$ cat config.mk
export PLATFORM = sky130hd
export DESIGN_NAME = unified_mem_arbiter_flat
export DESIGN_NICKNAME = d
export VERILOG_FILES = /design/src/rtl/unified_mem_arbiter_if.sv /design/src/rtl/unified_mem_arbiter.sv /design/src/flat_wrapper.sv
export SDC_FILE = /design/constraint.sdc
export NUM_CORES = 1
export LEC_CHECK = 0
export ABC_AREA = 1
export CELL_PAD_IN_SITES_DETAIL_PLACEMENT = 0
export CELL_PAD_IN_SITES_GLOBAL_PLACEMENT = 2
export CORE_MARGIN = 10
export CORE_UTILIZATION = 21
export CTS_CLUSTER_DIAMETER = 30
export CTS_CLUSTER_SIZE = 8
export DETAILED_ROUTE_END_ITERATION = 8
export GPL_TIMING_DRIVEN = 0
export PLACE_DENSITY_LB_ADDON = 0.1
export SYNTH_ARGS = -nofsm -noshare
export SYNTH_HDL_FRONTEND = slang
export SYNTH_SLANG_ARGS = --single-unit
export TNS_END_PERCENT = 5
$ cat constraint.sdc
create_clock -name CLK -period 2.6 [get_ports CLK]
set_input_delay 0.52 -clock CLK [delete_from_list [all_inputs] [get_ports CLK]]
set_output_delay 0.52 -clock CLK [all_outputs]
set_load 0.05 [all_outputs]
$ cat src/rtl/unified_mem_arbiter_if.sv
// unified_mem_arbiter_if: CPU fetch/data ports plus memory-macro port of the unified memory arbiter.
interface unified_mem_arbiter_if #(parameter int ADDR_W = 32, parameter int DATA_W = 32);
  logic              inst_req_i;
  logic [ADDR_W-1:0] inst_addr_i;
  logic              inst_gnt_o;
  logic              inst_rvalid_o;
  logic              data_req_i;
  logic              data_we_i;
  logic [ADDR_W-1:0] data_addr_i;
  logic [DATA_W-1:0] data_wdata_i;
  logic              data_gnt_o;
  logic              data_rvalid_o;
  logic [DATA_W-1:0] rdata_o;
  logic [ADDR_W-1:0] mem_addr_o;
  logic [DATA_W-1:0] mem_wdata_o;
  logic              mem_we_o;
  logic              mem_re_o;
  logic [DATA_W-1:0] mem_rdata_i;
  logic              stall_o;
  logic [15:0]       conflict_cnt_o;
  modport slave (
    input  inst_req_i, inst_addr_i, data_req_i, data_we_i, data_addr_i, data_wdata_i, mem_rdata_i,
    output inst_gnt_o, inst_rvalid_o, data_gnt_o, data_rvalid_o, rdata_o,
           mem_addr_o, mem_wdata_o, mem_we_o, mem_re_o, stall_o, conflict_cnt_o
  );
  modport master (
    output inst_req_i, inst_addr_i, data_req_i, data_we_i, data_addr_i, data_wdata_i, mem_rdata_i,
    input  inst_gnt_o, inst_rvalid_o, data_gnt_o, data_rvalid_o, rdata_o,
           mem_addr_o, mem_wdata_o, mem_we_o, mem_re_o, stall_o, conflict_cnt_o
  );
endinterface

$ cat src/rtl/unified_mem_arbiter.sv
// unified_mem_arbiter: data-priority arbiter with fetch anti-starvation sharing one pipelined memory port.
module unified_mem_arbiter #(
  parameter int ADDR_W       = 32,
  parameter int DATA_W       = 32,
  parameter int READ_LATENCY = 1,
  parameter int MAX_WAIT     = 3
) (
  input logic                   CLK,
  input logic                   RST_n,
  unified_mem_arbiter_if.slave  bus
);
  logic                    inst_req, data_req, inst_win, data_win, rd;
  logic [3:0]              starve_q, starve_d;
  logic [15:0]             conflict_q, conflict_d;
  logic [ADDR_W-1:0]       addr_q;
  logic [DATA_W-1:0]       wdata_q;
  logic [READ_LATENCY-1:0] vld_q, src_q;
  always_comb begin
    inst_req   = bus.inst_req_i && RST_n;
    data_req   = bus.data_req_i && RST_n;
    inst_win   = inst_req && (!data_req || starve_q == 4'(MAX_WAIT));
    data_win   = data_req && !inst_win;
    rd         = inst_win || (data_win && !bus.data_we_i);
    starve_d   = (inst_req && !inst_win) ? ((starve_q == 4'(MAX_WAIT)) ? starve_q : starve_q + 4'd1) : 4'd0;
    conflict_d = (inst_req && data_req && conflict_q != 16'hFFFF) ? conflict_q + 16'd1 : conflict_q;
  end
  assign bus.inst_gnt_o     = inst_win;
  assign bus.data_gnt_o     = data_win;
  assign bus.mem_re_o       = rd;
  assign bus.mem_we_o       = data_win && bus.data_we_i;
  assign bus.mem_addr_o     = inst_win ? bus.inst_addr_i : data_win ? bus.data_addr_i : addr_q;
  assign bus.mem_wdata_o    = (data_win && bus.data_we_i) ? bus.data_wdata_i : wdata_q;
  assign bus.stall_o        = (inst_req && !inst_win) || (data_req && !data_win);
  assign bus.conflict_cnt_o = conflict_q;
  assign bus.rdata_o        = bus.mem_rdata_i;
  // Tail of the return pipeline lines up with mem_rdata_i; src 1 marks a data-port read.
  assign bus.inst_rvalid_o  = vld_q[READ_LATENCY-1] && !src_q[READ_LATENCY-1];
  assign bus.data_rvalid_o  = vld_q[READ_LATENCY-1] && src_q[READ_LATENCY-1];
  always_ff @(posedge CLK or negedge RST_n) begin
    if (!RST_n) begin
      starve_q   <= '0;
      conflict_q <= '0;
      addr_q     <= '0;
      wdata_q    <= '0;
      vld_q      <= '0;
      src_q      <= '0;
    end else begin
      starve_q   <= starve_d;
      conflict_q <= conflict_d;
      addr_q     <= bus.mem_addr_o;
      wdata_q    <= bus.mem_wdata_o;
      vld_q      <= READ_LATENCY'({vld_q, rd});
      src_q      <= READ_LATENCY'({src_q, data_win});
    end
  end
endmodule

$ cat src/flat_wrapper.sv
// flat-port wrapper written by rule: the top's interface ports become plain ports
module unified_mem_arbiter_flat 
#(
  parameter int ADDR_W       = 32,
  parameter int DATA_W       = 32,
  parameter int READ_LATENCY = 1,
  parameter int MAX_WAIT     = 3
)
  (CLK, RST_n, bus_inst_req_i, bus_inst_addr_i, bus_data_req_i, bus_data_we_i, bus_data_addr_i, bus_data_wdata_i, bus_mem_rdata_i, bus_inst_gnt_o, bus_inst_rvalid_o, bus_data_gnt_o, bus_data_rvalid_o, bus_rdata_o, bus_mem_addr_o, bus_mem_wdata_o, bus_mem_we_o, bus_mem_re_o, bus_stall_o, bus_conflict_cnt_o);
  unified_mem_arbiter_if #(.ADDR_W(ADDR_W), .DATA_W(DATA_W)) bus_i ();
  input logic CLK;
  input logic RST_n;
  input wire logic [$bits(bus_i.inst_req_i)-1:0] bus_inst_req_i;
  input wire logic [$bits(bus_i.inst_addr_i)-1:0] bus_inst_addr_i;
  input wire logic [$bits(bus_i.data_req_i)-1:0] bus_data_req_i;
  input wire logic [$bits(bus_i.data_we_i)-1:0] bus_data_we_i;
  input wire logic [$bits(bus_i.data_addr_i)-1:0] bus_data_addr_i;
  input wire logic [$bits(bus_i.data_wdata_i)-1:0] bus_data_wdata_i;
  input wire logic [$bits(bus_i.mem_rdata_i)-1:0] bus_mem_rdata_i;
  output wire logic [$bits(bus_i.inst_gnt_o)-1:0] bus_inst_gnt_o;
  output wire logic [$bits(bus_i.inst_rvalid_o)-1:0] bus_inst_rvalid_o;
  output wire logic [$bits(bus_i.data_gnt_o)-1:0] bus_data_gnt_o;
  output wire logic [$bits(bus_i.data_rvalid_o)-1:0] bus_data_rvalid_o;
  output wire logic [$bits(bus_i.rdata_o)-1:0] bus_rdata_o;
  output wire logic [$bits(bus_i.mem_addr_o)-1:0] bus_mem_addr_o;
  output wire logic [$bits(bus_i.mem_wdata_o)-1:0] bus_mem_wdata_o;
  output wire logic [$bits(bus_i.mem_we_o)-1:0] bus_mem_we_o;
  output wire logic [$bits(bus_i.mem_re_o)-1:0] bus_mem_re_o;
  output wire logic [$bits(bus_i.stall_o)-1:0] bus_stall_o;
  output wire logic [$bits(bus_i.conflict_cnt_o)-1:0] bus_conflict_cnt_o;
  assign bus_i.inst_req_i = bus_inst_req_i;
  assign bus_i.inst_addr_i = bus_inst_addr_i;
  assign bus_i.data_req_i = bus_data_req_i;
  assign bus_i.data_we_i = bus_data_we_i;
  assign bus_i.data_addr_i = bus_data_addr_i;
  assign bus_i.data_wdata_i = bus_data_wdata_i;
  assign bus_i.mem_rdata_i = bus_mem_rdata_i;
  assign bus_inst_gnt_o = bus_i.inst_gnt_o;
  assign bus_inst_rvalid_o = bus_i.inst_rvalid_o;
  assign bus_data_gnt_o = bus_i.data_gnt_o;
  assign bus_data_rvalid_o = bus_i.data_rvalid_o;
  assign bus_rdata_o = bus_i.rdata_o;
  assign bus_mem_addr_o = bus_i.mem_addr_o;
  assign bus_mem_wdata_o = bus_i.mem_wdata_o;
  assign bus_mem_we_o = bus_i.mem_we_o;
  assign bus_mem_re_o = bus_i.mem_re_o;
  assign bus_stall_o = bus_i.stall_o;
  assign bus_conflict_cnt_o = bus_i.conflict_cnt_o;
  unified_mem_arbiter #(.ADDR_W(ADDR_W), .DATA_W(DATA_W), .READ_LATENCY(READ_LATENCY), .MAX_WAIT(MAX_WAIT)) u_core (.CLK(CLK), .RST_n(RST_n), .bus(bus_i));
endmodule
==> impl_results.md <==
- Total of max-cap violations: 0
- Critical Path AT: approximately 2 ns
- Initial antenna violation count: 0
- CTS Sinks: 86
- Clock slew at reported path FFs: ~0.060 ns
- DIE AREA: ~26000 um^2
- Placeable Area: ~20000 um^2
- Latest clock arrival within the worst-skew pair: around 0.34 ns
- Worst Tran Pin Value: around 0.55 ns
- Dpl hpwl: 12400 um
- Initial Utilization: 0.2120
- Gate Count Post-Synth: between 500 and 600
- Power Density: between 600 and 700 nW/um^2
- Startpoint types: primary input
- Worst r2r src: u_core.bus.conflict_cnt_o[0]
- Worst path cell trace: clkdlybuf4s50_1, nand2_2, inv_2, nand2_4, buf_8, clkbuf_4, a31oi_2, buf_6
- CP Max Fanout: 10
- Vias in the first global route: approximately 4500
- Fill cells: 2119
- First-pass GRT wire length: approximately 25000 um
- Data required, critical path: 2.08 ns
- GRT overflow: 0
- Top cells by area, synth: dfrtp_1 50%, nand2_1 20%, buf_4 5.8%
- RSZ-0062 raised after global routing: yes
- RR Endpoint: u_core.bus.conflict_cnt_o[9]
- Drc violations: 0
- Slew Viols, Final: 0
- Total Routing Usage GR: 0.1167
- Nets@finish: around 900
- Post-Synthesis Net Count: between 600 and 700
- CTS tree: done
- Fraction of layout cells with a size suffix above 1: 0.2272
- Status: finished clean
- Final core utilization: 0.3619
- Count of cell types in the netlist: 24
- CTS buffer count: 9
- Largest net degree at the start of global routing: 54
- ANT nets after route: 0
- Final Hold Fails: 0
- Syn. warnings: 0
- Most frequent cells in the layout: 226 x nand2_1, 148 x clkdlybuf4s50_1, 86 x dfrtp_1
- Final worst setup slack: a little over 0.07 ns
- Synth top area share: 0.5050
- Commonest non-fill, non-tap cell in the layout: nand2_1
- Worst vdd ir: 0.2805 mV
- Via Count: 4163
- Setup TNS: 0 ns
- H-tree depth: 3
- PnR Total Power: 0.004682 W
- Post-place setup slack: -1.062 ns
- Die W: between 150 and 200 um
- Final setup violation count: 0
- Port bufs: about 220
- Mapped cell area: approximately 4300 um^2
- CP max stage cell: clkdlybuf4s50_1
- R2r setup slk: 0.97 ns
- Routed len/inst: 15.47 um
- Critical path's top delay family: buffers and inverters
- Top-level I/O count: ~250
- HP Class: in -> async
- Seq/Total Area, Yosys: 0.5050
- Buf/Inv on CP: 5
- R2R depth: 8
- Clk buf depth: 2
- Worst Setup End Kind: output port
- Setup CP Type: in -> out
- # rows: between 50 and 60
- First-pass detailed-route iteration total: 4
- Leakage: around 3.4 nW
- Routed WL: between 15000 and 20000 um
- Post-synth top area cell: dfrtp_1
- Initial DRC count: 141
- CP max stage delay: 0.47 ns
- Tcrit/Tclk final: 0.9722
- Slew margin rel.: 0.6309
- Average cell area after synthesis: 8.071 um^2
- Mean number of vias per cell: about 4.0
- F_max: ~400 MHz
- #FFs+latches synth: between 80 and 90
- Root Driver: clkbuf_16
- Layout area overhead: 70.73%
- Final GP Congestion: around 0.73
- Die Height: between 150 and 200 um
- Clock skew: about 0.0067 ns
- Period minus WS final: around 2.5 ns
## worst max path at each step
stage,startpoint,endpoint,slack [ns],cells after the start
floorplan,bus_data_req_i,bus_mem_addr_o[10],0.09,8
global placement,RST_n,bus_mem_addr_o[27],-5.02,7
detailed placement,RST_n,bus_mem_addr_o[29],-1.06,7
CTS,bus_inst_req_i,bus_mem_addr_o[21],-0.02,8
global route,u_core.starve_q[0],bus_mem_addr_o[5],-0.03,8
finish,bus_inst_req_i,bus_mem_addr_o[11],0.07,8
## registers in the layout, summed over array words and instances (netlist names)
register,count
u_core.bus.conflict_cnt_o,16
u_core.addr_q,32
u_core.wdata_q,32
u_core.starve_q,4
u_core.src_q,1
u_core.vld_q,1
## per-layer routing
| layer | part of all wire | global-route usage | vias to the layer above |
|---|---|---|---|
| met2 | 0.49 | 0.1890 | 147 |
| met5 | 0 | 0 | - |
| met1 | 0.37 | 0.1282 | 1919 |
| li1 | - | - | 2084 |
| met4 | 0.011 | 0.02854 | 0 |
| met3 | 0.13 | 0.06901 | 13 |
## cell type report
cell class | instances | area, um^2 | area share
Antenna cell | 1 | 2.502 | 0.0003439
Buffer | 53 | 431.7 | 0.05933
Clock buffer | 11 | 232.7 | 0.03199
Clock inverter | 4 | 25.02 | 0.003439
Inverter | 31 | 118.9 | 0.01634
Multi-Input combinational cell | 358 | 1733 | 0.2382
Sequential cell | 86 | 2152 | 0.2958
Tap cell | 270 | 337.8 | 0.04643
Timing Repair Buffer | 223 | 2242 | 0.3082
## logic make-up (layout without fill, tap and decap cells)
kind of cell,count (synthesis),in the layout,synth area share
adder cells (fa/ha/maj),2,2,0.005871
other,0,1,0
flip-flops,86,86,0.5050
AND/OR/NAND/NOR,306,306,0.2915
buffers and inverters,84,322,0.1242
AO/OA/AOI/OAI,42,42,0.05696
XOR/XNOR,8,8,0.01644
## cells in the mapped netlist
cell,count
buf_6,11
o21a_1,1
nand4_1,6
dfrtp_1,86
nand2_2,4
a21oi_1,2
nor2_2,2
or2_2,1
o21ai_0,15
ha_1,2
buf_4,33
nand2_1,227
nand3_1,18
a31oi_1,24
nor2_8,1
inv_2,1
inv_4,1
buf_2,4
clkbuf_1,5
nor2_1,44
nand2_4,3
inv_1,29
xor2_1,1
xnor2_1,7
## metrics by stage
step                      instances  cell area, um^2  hold slack [ns]
final                          1037             7276          0.01518
after global routing           1036             7273          0.01155
after CTS                      1036             6952          0.03840
after detailed placement       1018             6817           0.4547
after global placement         1017             6792           0.4523
after floorplan                 528             4262           0.2244
## power breakdown
| part | switching (W) | internal [W] | total (W) |
|---|---|---|---|
| logic | 0.00123 | 0.000684 | 0.00191 |
| clock network | 0.000542 | 0.000640 | 0.00118 |
| registers | 0.0000697 | 0.00152 | 0.00159 |
| total | 0.00184 | 0.00285 | 0.00468 |
## timing repair
item,4_1_cts,5_1_grt
buffers inserted,3,0
hold buffers,0,0
resized for setup,413,103
setup endpoints to repair,69,68
Note: power is estimated with default switching activity, not from simulation.
